### config.mk
export PLATFORM = sky130hd
export DESIGN_NAME = pc_gen
export DESIGN_NICKNAME = d
export VERILOG_FILES = /design/src/rtl/pc_pkg.sv /design/src/rtl/pc_boot_timer.sv /design/src/rtl/pc_gen.sv
export SDC_FILE = /design/constraint.sdc
export NUM_CORES = 1
export LEC_CHECK = 0
export BUFFER_PORTS_ARGS = -buffer_cell sky130_fd_sc_hd__buf_2
export CAP_MARGIN = 40
export CORE_MARGIN = 10
export CORE_UTILIZATION = 50
export CTS_BUF_LIST = sky130_fd_sc_hd__clkbuf_16
export DETAILED_ROUTE_END_ITERATION = 8
export HOLD_SLACK_MARGIN = 0.05
export PLACE_DENSITY = 0.73
export SKIP_LAST_GASP = 1
export SYNTH_ARGS = -nofsm -noshare
export SYNTH_HDL_FRONTEND = slang
export SYNTH_SLANG_ARGS = --single-unit
### constraint.sdc
create_clock -name i_clk -period 4.3 [get_ports i_clk]
set_clock_uncertainty 0.1 [all_clocks]
set_input_delay 0 -clock i_clk [delete_from_list [all_inputs] [get_ports i_clk]]
set_output_delay 0 -clock i_clk [all_outputs]
set_load 0.005 [all_outputs]
### src/rtl/pc_pkg.sv
// pc_gen shared types and constants: state encoding, word step, default vectors.
// Latency: n/a (package).
// Backpressure: n/a (package).
package pc_pkg;

  localparam int XLEN    = 32;
  localparam int PC_STEP = 4;

  localparam logic [XLEN-1:0] PC_DEF_RESET_VECTOR = 32'h0000_0000;
  localparam logic [XLEN-1:0] PC_DEF_TRAP_VECTOR  = 32'h0000_0100;

  typedef enum logic {
    PC_BOOT = 1'b0,
    PC_RUN  = 1'b1
  } pc_state_e;

  // Clear the byte-offset bits so the address lands on an instruction word.
  function automatic logic [XLEN-1:0] pc_align(input logic [XLEN-1:0] addr);
    return addr & ~XLEN'(PC_STEP - 1);
  endfunction

endpackage

### src/rtl/pc_boot_timer.sv
// Boot delay timer: counts clocks while enabled, o_done once the count equals BOOT_DELAY.
// Latency: o_done is a registered-count compare, high BOOT_DELAY edges after reset release.
// Backpressure: none; the counter freezes once done so it never wraps.
module pc_boot_timer
  import pc_pkg::*;
#(
  parameter logic [7:0] BOOT_DELAY = 8'd4
) (
  input  logic i_clk,
  input  logic i_rst,
  input  logic i_en,
  output logic o_done
);

  logic [7:0] cnt_q;
  logic [7:0] cnt_d;

  assign o_done = (cnt_q == BOOT_DELAY);

  // Advance while the owner is still booting; stop at the terminal count.
  always_comb begin
    cnt_d = cnt_q;
    if (i_en && !o_done) begin
      cnt_d = cnt_q + 8'd1;
    end
  end

  // Count register, cleared asynchronously by reset.
  always_ff @(posedge i_clk or posedge i_rst) begin
    if (i_rst) begin
      cnt_q <= 8'd0;
    end else begin
      cnt_q <= cnt_d;
    end
  end

endmodule

### src/rtl/pc_gen.sv
// Fetch-address generator: boot delay, then sequential PCs over valid/ready with redirects.
// Latency: redirect or handshake updates o_pc on the next edge; o_pc_valid is combinational.
// Backpressure: o_pc/o_pc_valid hold while valid & ~ready (a redirect may still replace o_pc).
// Build option: PC_GEN_MISALIGN_TRAP_EN sends misaligned redirects to TRAP_VECTOR and pulses o_misaligned.
module pc_gen
  import pc_pkg::*;
#(
  parameter logic [XLEN-1:0] RESET_VECTOR = PC_DEF_RESET_VECTOR,
  parameter int unsigned     BOOT_DELAY   = 4,
  parameter logic [XLEN-1:0] TRAP_VECTOR  = PC_DEF_TRAP_VECTOR
) (
  input  logic            i_clk,
  input  logic            i_rst,
  input  logic            i_stall,
  input  logic            i_redirect_valid,
  input  logic [XLEN-1:0] i_redirect_pc,
  input  logic            i_pc_ready,
  output logic [XLEN-1:0] o_pc,
  output logic            o_pc_valid,
  output logic [XLEN-1:0] o_fetch_cnt,
  output logic            o_misaligned
);

  pc_state_e       state_q, state_d;
  logic [XLEN-1:0] pc_q, pc_d;
  logic [XLEN-1:0] fetch_cnt_q, fetch_cnt_d;
  logic            pend_vld_q, pend_vld_d;
  logic [XLEN-1:0] pend_pc_q, pend_pc_d;
  logic            mis_q, mis_d;

  logic            boot_done;
  logic            fire;
  logic [XLEN-1:0] redir_src;
  logic [XLEN-1:0] redir_tgt;
  logic            redir_mis;

  pc_boot_timer #(
    .BOOT_DELAY (8'(BOOT_DELAY))
  ) u_boot_timer (
    .i_clk  (i_clk),
    .i_rst  (i_rst),
    .i_en   (state_q == PC_BOOT),
    .o_done (boot_done)
  );

  assign o_pc_valid   = (state_q == PC_RUN) && !i_stall;
  assign fire         = o_pc_valid && i_pc_ready;
  assign o_pc         = pc_q;
  assign o_fetch_cnt  = fetch_cnt_q;
  assign o_misaligned = mis_q;

  // A redirect arriving on the BOOT->RUN edge is the newest target, so it beats the pending one.
  assign redir_src = (state_q == PC_BOOT && !i_redirect_valid) ? pend_pc_q : i_redirect_pc;

`ifdef PC_GEN_MISALIGN_TRAP_EN
  assign redir_mis = |redir_src[1:0];
  assign redir_tgt = redir_mis ? TRAP_VECTOR : redir_src;
`else
  logic unused_trap;
  assign unused_trap = ^TRAP_VECTOR;
  assign redir_mis   = 1'b0;
  assign redir_tgt   = pc_align(redir_src);
`endif

  // Next-state, PC priority (redirect > handshake > hold) and saturating fetch count.
  always_comb begin
    state_d     = state_q;
    pc_d        = pc_q;
    fetch_cnt_d = fetch_cnt_q;
    pend_vld_d  = pend_vld_q;
    pend_pc_d   = pend_pc_q;
    mis_d       = 1'b0;
    unique case (state_q)
      PC_BOOT: begin
        if (i_redirect_valid) begin
          pend_vld_d = 1'b1;
          pend_pc_d  = i_redirect_pc;
        end
        if (boot_done) begin
          state_d    = PC_RUN;
          pend_vld_d = 1'b0;
          if (pend_vld_q || i_redirect_valid) begin
            pc_d  = redir_tgt;
            mis_d = redir_mis;
          end
        end
      end
      PC_RUN: begin
        if (fire && (fetch_cnt_q != '1)) begin
          fetch_cnt_d = fetch_cnt_q + XLEN'(1);
        end
        if (i_redirect_valid) begin
          pc_d  = redir_tgt;
          mis_d = redir_mis;
        end else if (fire) begin
          pc_d = pc_q + XLEN'(PC_STEP);
        end
      end
      default: state_d = PC_BOOT;
    endcase
  end

  // State registers; reset drops any in-flight handshake and pending redirect at once.
  always_ff @(posedge i_clk or posedge i_rst) begin
    if (i_rst) begin
      state_q     <= PC_BOOT;
      pc_q        <= RESET_VECTOR;
      fetch_cnt_q <= '0;
      pend_vld_q  <= 1'b0;
      pend_pc_q   <= '0;
      mis_q       <= 1'b0;
    end else begin
      state_q     <= state_d;
      pc_q        <= pc_d;
      fetch_cnt_q <= fetch_cnt_d;
      pend_vld_q  <= pend_vld_d;
      pend_pc_q   <= pend_pc_d;
      mis_q       <= mis_d;
    end
  end

endmodule
==> flow_metrics.py <==
metrics = {
    "cells_and_area": {
        "finalNetCount": 693,
        "antennaDiodeCount": 0,
        "drive_above_1_share_pct": 25.3,
        "instances_no_fill": 792,
        "syn2layout_area_growth_pct": 23.1,
    },
    "worst_setup_path": {
        "cp.required_ps": 4430,
        "reg2reg_setup_slack_ps": 1810,
        "critical_path_class": "flip-flop to flip-flop",
        "cp_slowest_cell": "nor3_1",
        "setup.worst_path.start_class": "flip-flop",
        "worst-path-max-fanout": 16,
        "worstSetupStartpoint": "state_q",
        "r2r_end": "o_pc[19]",
        "cp-endpoint": "o_pc[19]",
        "cp-end-kind": "flip-flop",
        "worstPathCellList": "buf_4, nand2b_1, nor3_1, nand3_1, o21ai_1, a21oi_1",
        "rr_worst_depth": 6,
        "slowest_delay_ps": 620,
        "r2r_start": "state_q",
        "worst_ep_arrival_time_ps": 2620,
    },
    "synthesis": {
        "synth_enable_flop_cells": 0,
        "synth-main-ff-cell": "dfrtp_1",
        "ys_types": 56,
        "async_flop_share_pct": 100,
        "syn_avg_cell_area_um2": 9.97,
        "syn_area_um2": 5320,
        "synth_fa_ha_area_share_pct": 0.940,
        "yosysWarningCount": 0,
        "seq_area_frac_synth_pct": 47.9,
        "synth-compound-area-share_pct": 15.0,
        "synthXorXnorAreaFrac_pct": 6.42,
        "synthCells": 534,
        "synthTopCellsByCount": "dfrtp_1, nor2_1, nand2_1",
        "synthTopCellsByArea": "dfrtp_1, mux2_2, xnor2_1",
        "yosysTopAreaCell": "dfrtp_1",
        "synth_top_family_by_area": "simple AND/OR/NAND/NOR gates",
        "synth-seq-cells": 102,
        "synth.area.mux_share_pct": 6.75,
        "synth_most_common_cell": "dfrtp_1",
        "synth_top_area_share_pct": 47.9,
        "yosys.area_share.simple_pct": 19.3,
    },
    "floorplan": {
        "top_level_ports": 103,
        "fp.dieW_um": 123,
        "die_y_um": 123,
        "core_um2": 10400,
        "std_cell_rows": 37,
        "start_util_pct": 51.3,
        "dieArea_um2": 15200,
    },
    "timing": {
        "fmax_mhz": 401,
        "setup_viol": 0,
        "worst_pin_slew_ps": 836,
        "period_minus_slack_ps": 2490,
        "drv_slew": 0,
        "hold_violations": 0,
        "rsz0062_at_grt": "false",
        "fin_setup_tns_ps": 0,
        "slew_headroom_pct": 44.2,
        "period_share_pct": 58.0,
    },
    "placement": {
        "gp_congestion": 0.876,
        "dp_cells": 745,
        "portBuffers": 97,
        "dpl.hpwl_um": 10100,
    },
    "hold_path": {
        "holdCritStartpoint": "i_pc_ready",
        "hp-class": "primary input to flip-flop",
    },
    "drt": {
        "ant_nets": 0,
        "vias": 4768,
        "drtIter0Drc": 380,
        "viasPerCell": 6.02,
        "post_drt_wl_per_cell_um": 18.6,
        "drc": 0,
        "routed_wl_um": 14800,
        "detail_route.first_pass.iterations": 7,
    },
    "clocking": {
        "clockBufferDepth": 2,
        "clkTransAtPathRegs_ps": 70,
        "clk_latency_ps": 350,
        "root_buffer": "clkbuf_16",
        "cts.sinks": 102,
        "cts_tree": "built",
        "cts_max_level": 3,
        "cts_buffers": 9,
        "cts_resized": 0,
    },
    "global_route": {
        "overflow": 0,
        "grt.total_usage_pct": 19.6,
        "grt_pass1_wl_um": 23900,
        "antenna_found_initial": 0,
        "use_met1_pct": 24.8,
        "grt_max_degree": 58,
        "top_usage_layer": "met2",
        "grt_pass1_vias": 4722,
        "grt_util_met3_pct": 3.74,
        "met2_usage_pct": 32.5,
    },
    "pwr": {
        "p_switching_uw": 683,
        "peakVddDrop_uv": 183,
        "seqPwrFrac_pct": 49.9,
        "internal_power_uw": 1690,
        "p_leak_uw": 0.00282,
        "power.share.clock_pct": 33.5,
        "p_per_area_nw_per_um2": 363,
        "comb_power_share_pct": 16.6,
        "swShare_pct": 28.7,
    },
    "run": {
        "max_cap_violations": 0,
    },
    "run_status": {
        "status": "finished, final reports clean",
    },
}
==> cell usage in the layout, fill, tap and decap left out, types with 5 or more instances in the layout <==
master         count
nand2_1           34
nor3_1            13
o21ai_1           11
buf_2             97
a31oi_1            7
nand4_1           31
xor2_1             8
clkbuf_16          9
buf_4             10
nand3_1           25
or3_1              9
o22ai_1            7
o22a_1             9
dfrtp_1          102
a21oi_1           31
inv_1             11
a211oi_1           9
and4_1             6
mux2_2            31
o21ai_0           12
a311oi_1           5
nor4_1             6
dlygate4sd3_1     32
nor2_1            39
xnor2_1           31
and3_1            10
==> state kept, by name, summed over array words and instances, names as in the netlist <==
signal / count
o_fetch_cnt: 32
o_pc: 30
pend_pc_q: 30
u_boot_timer.cnt_q: 8
pend_vld_q: 1
state_q: 1
==> critical path, delay by kind of cell (launching register included) <==
family | cells | cell delay [ps]
AO/OA/AOI/OAI | 2 | 280
buffers and inverters | 1 | 250
flip-flops | 1 | 460
AND/OR/NAND/NOR | 3 | 1280
==> per-layer routing <==
layer / vias to the layer above / wire, µm
li1: 2205 / -
met1: 2360 / 6140
met2: 180 / 7360
met3: 23 / 934
met4: 0 / 325
met5: - / 0
==> layout make-up <==
type                       count  area [µm²]
sequential                   102        2550
clock inverter                 6        55.1
fill                         889        3820
clock buffer                   9         225
timing repair buffer         140         908
tap                          136         170
multi-input combinational    388        2600
inverter                      11        43.8
==> worst min path at each step <==
stage / endpoint / slack (ps) / cells past startpoint
floorplan: o_pc_valid / -60 / 1
global placement: pend_pc_q[25] / 150 / 2
detailed placement: o_fetch_cnt[7] / -130 / 2
CTS: o_pc[14] / 130 / 5
global route: o_pc_valid / 170 / 3
finish: o_pc[14] / 130 / 5
==> what timing repair did <==
item,CTS,global route
hold buffers,32,0
setup buffers,0,0
endpoints found under the hold margin,129,0
==> logic make-up (layout without fill, tap and decap cells) <==
kind of cell | Yosys count | after routing
buf+inv | 46 | 166
xor+xnor | 39 | 39
other cells | 1 | 3
compound gates | 119 | 119
fa+ha+maj | 4 | 4
mux | 32 | 32
simple gates | 191 | 191
flops | 102 | 102
==> stage by stage <==
step	hold slack, ps	area [µm²]	total power [µW]	setup slack, ps	util [%]
after global placement	146	5920	1550	1800	57.1
after detailed placement	-130	5950	1570	1760	57.4
final	125	6550	2380	1810	63.2
after global routing	171	6550	2490	1580	63.2
after floorplan	-62.5	5330	1400	1520	-
after CTS	126	6550	2390	1830	63.2
==> power groups by stage <==
stage	Combinational (µW)	Sequential, µW	Clock [µW]
after CTS	400	1180	811
after global placement	359	1190	0
final	395	1190	796
after detailed placement	375	1200	0
after floorplan	229	1170	0
after global routing	439	1200	849
No activity file was read; power rests on OpenSTA's default activity.
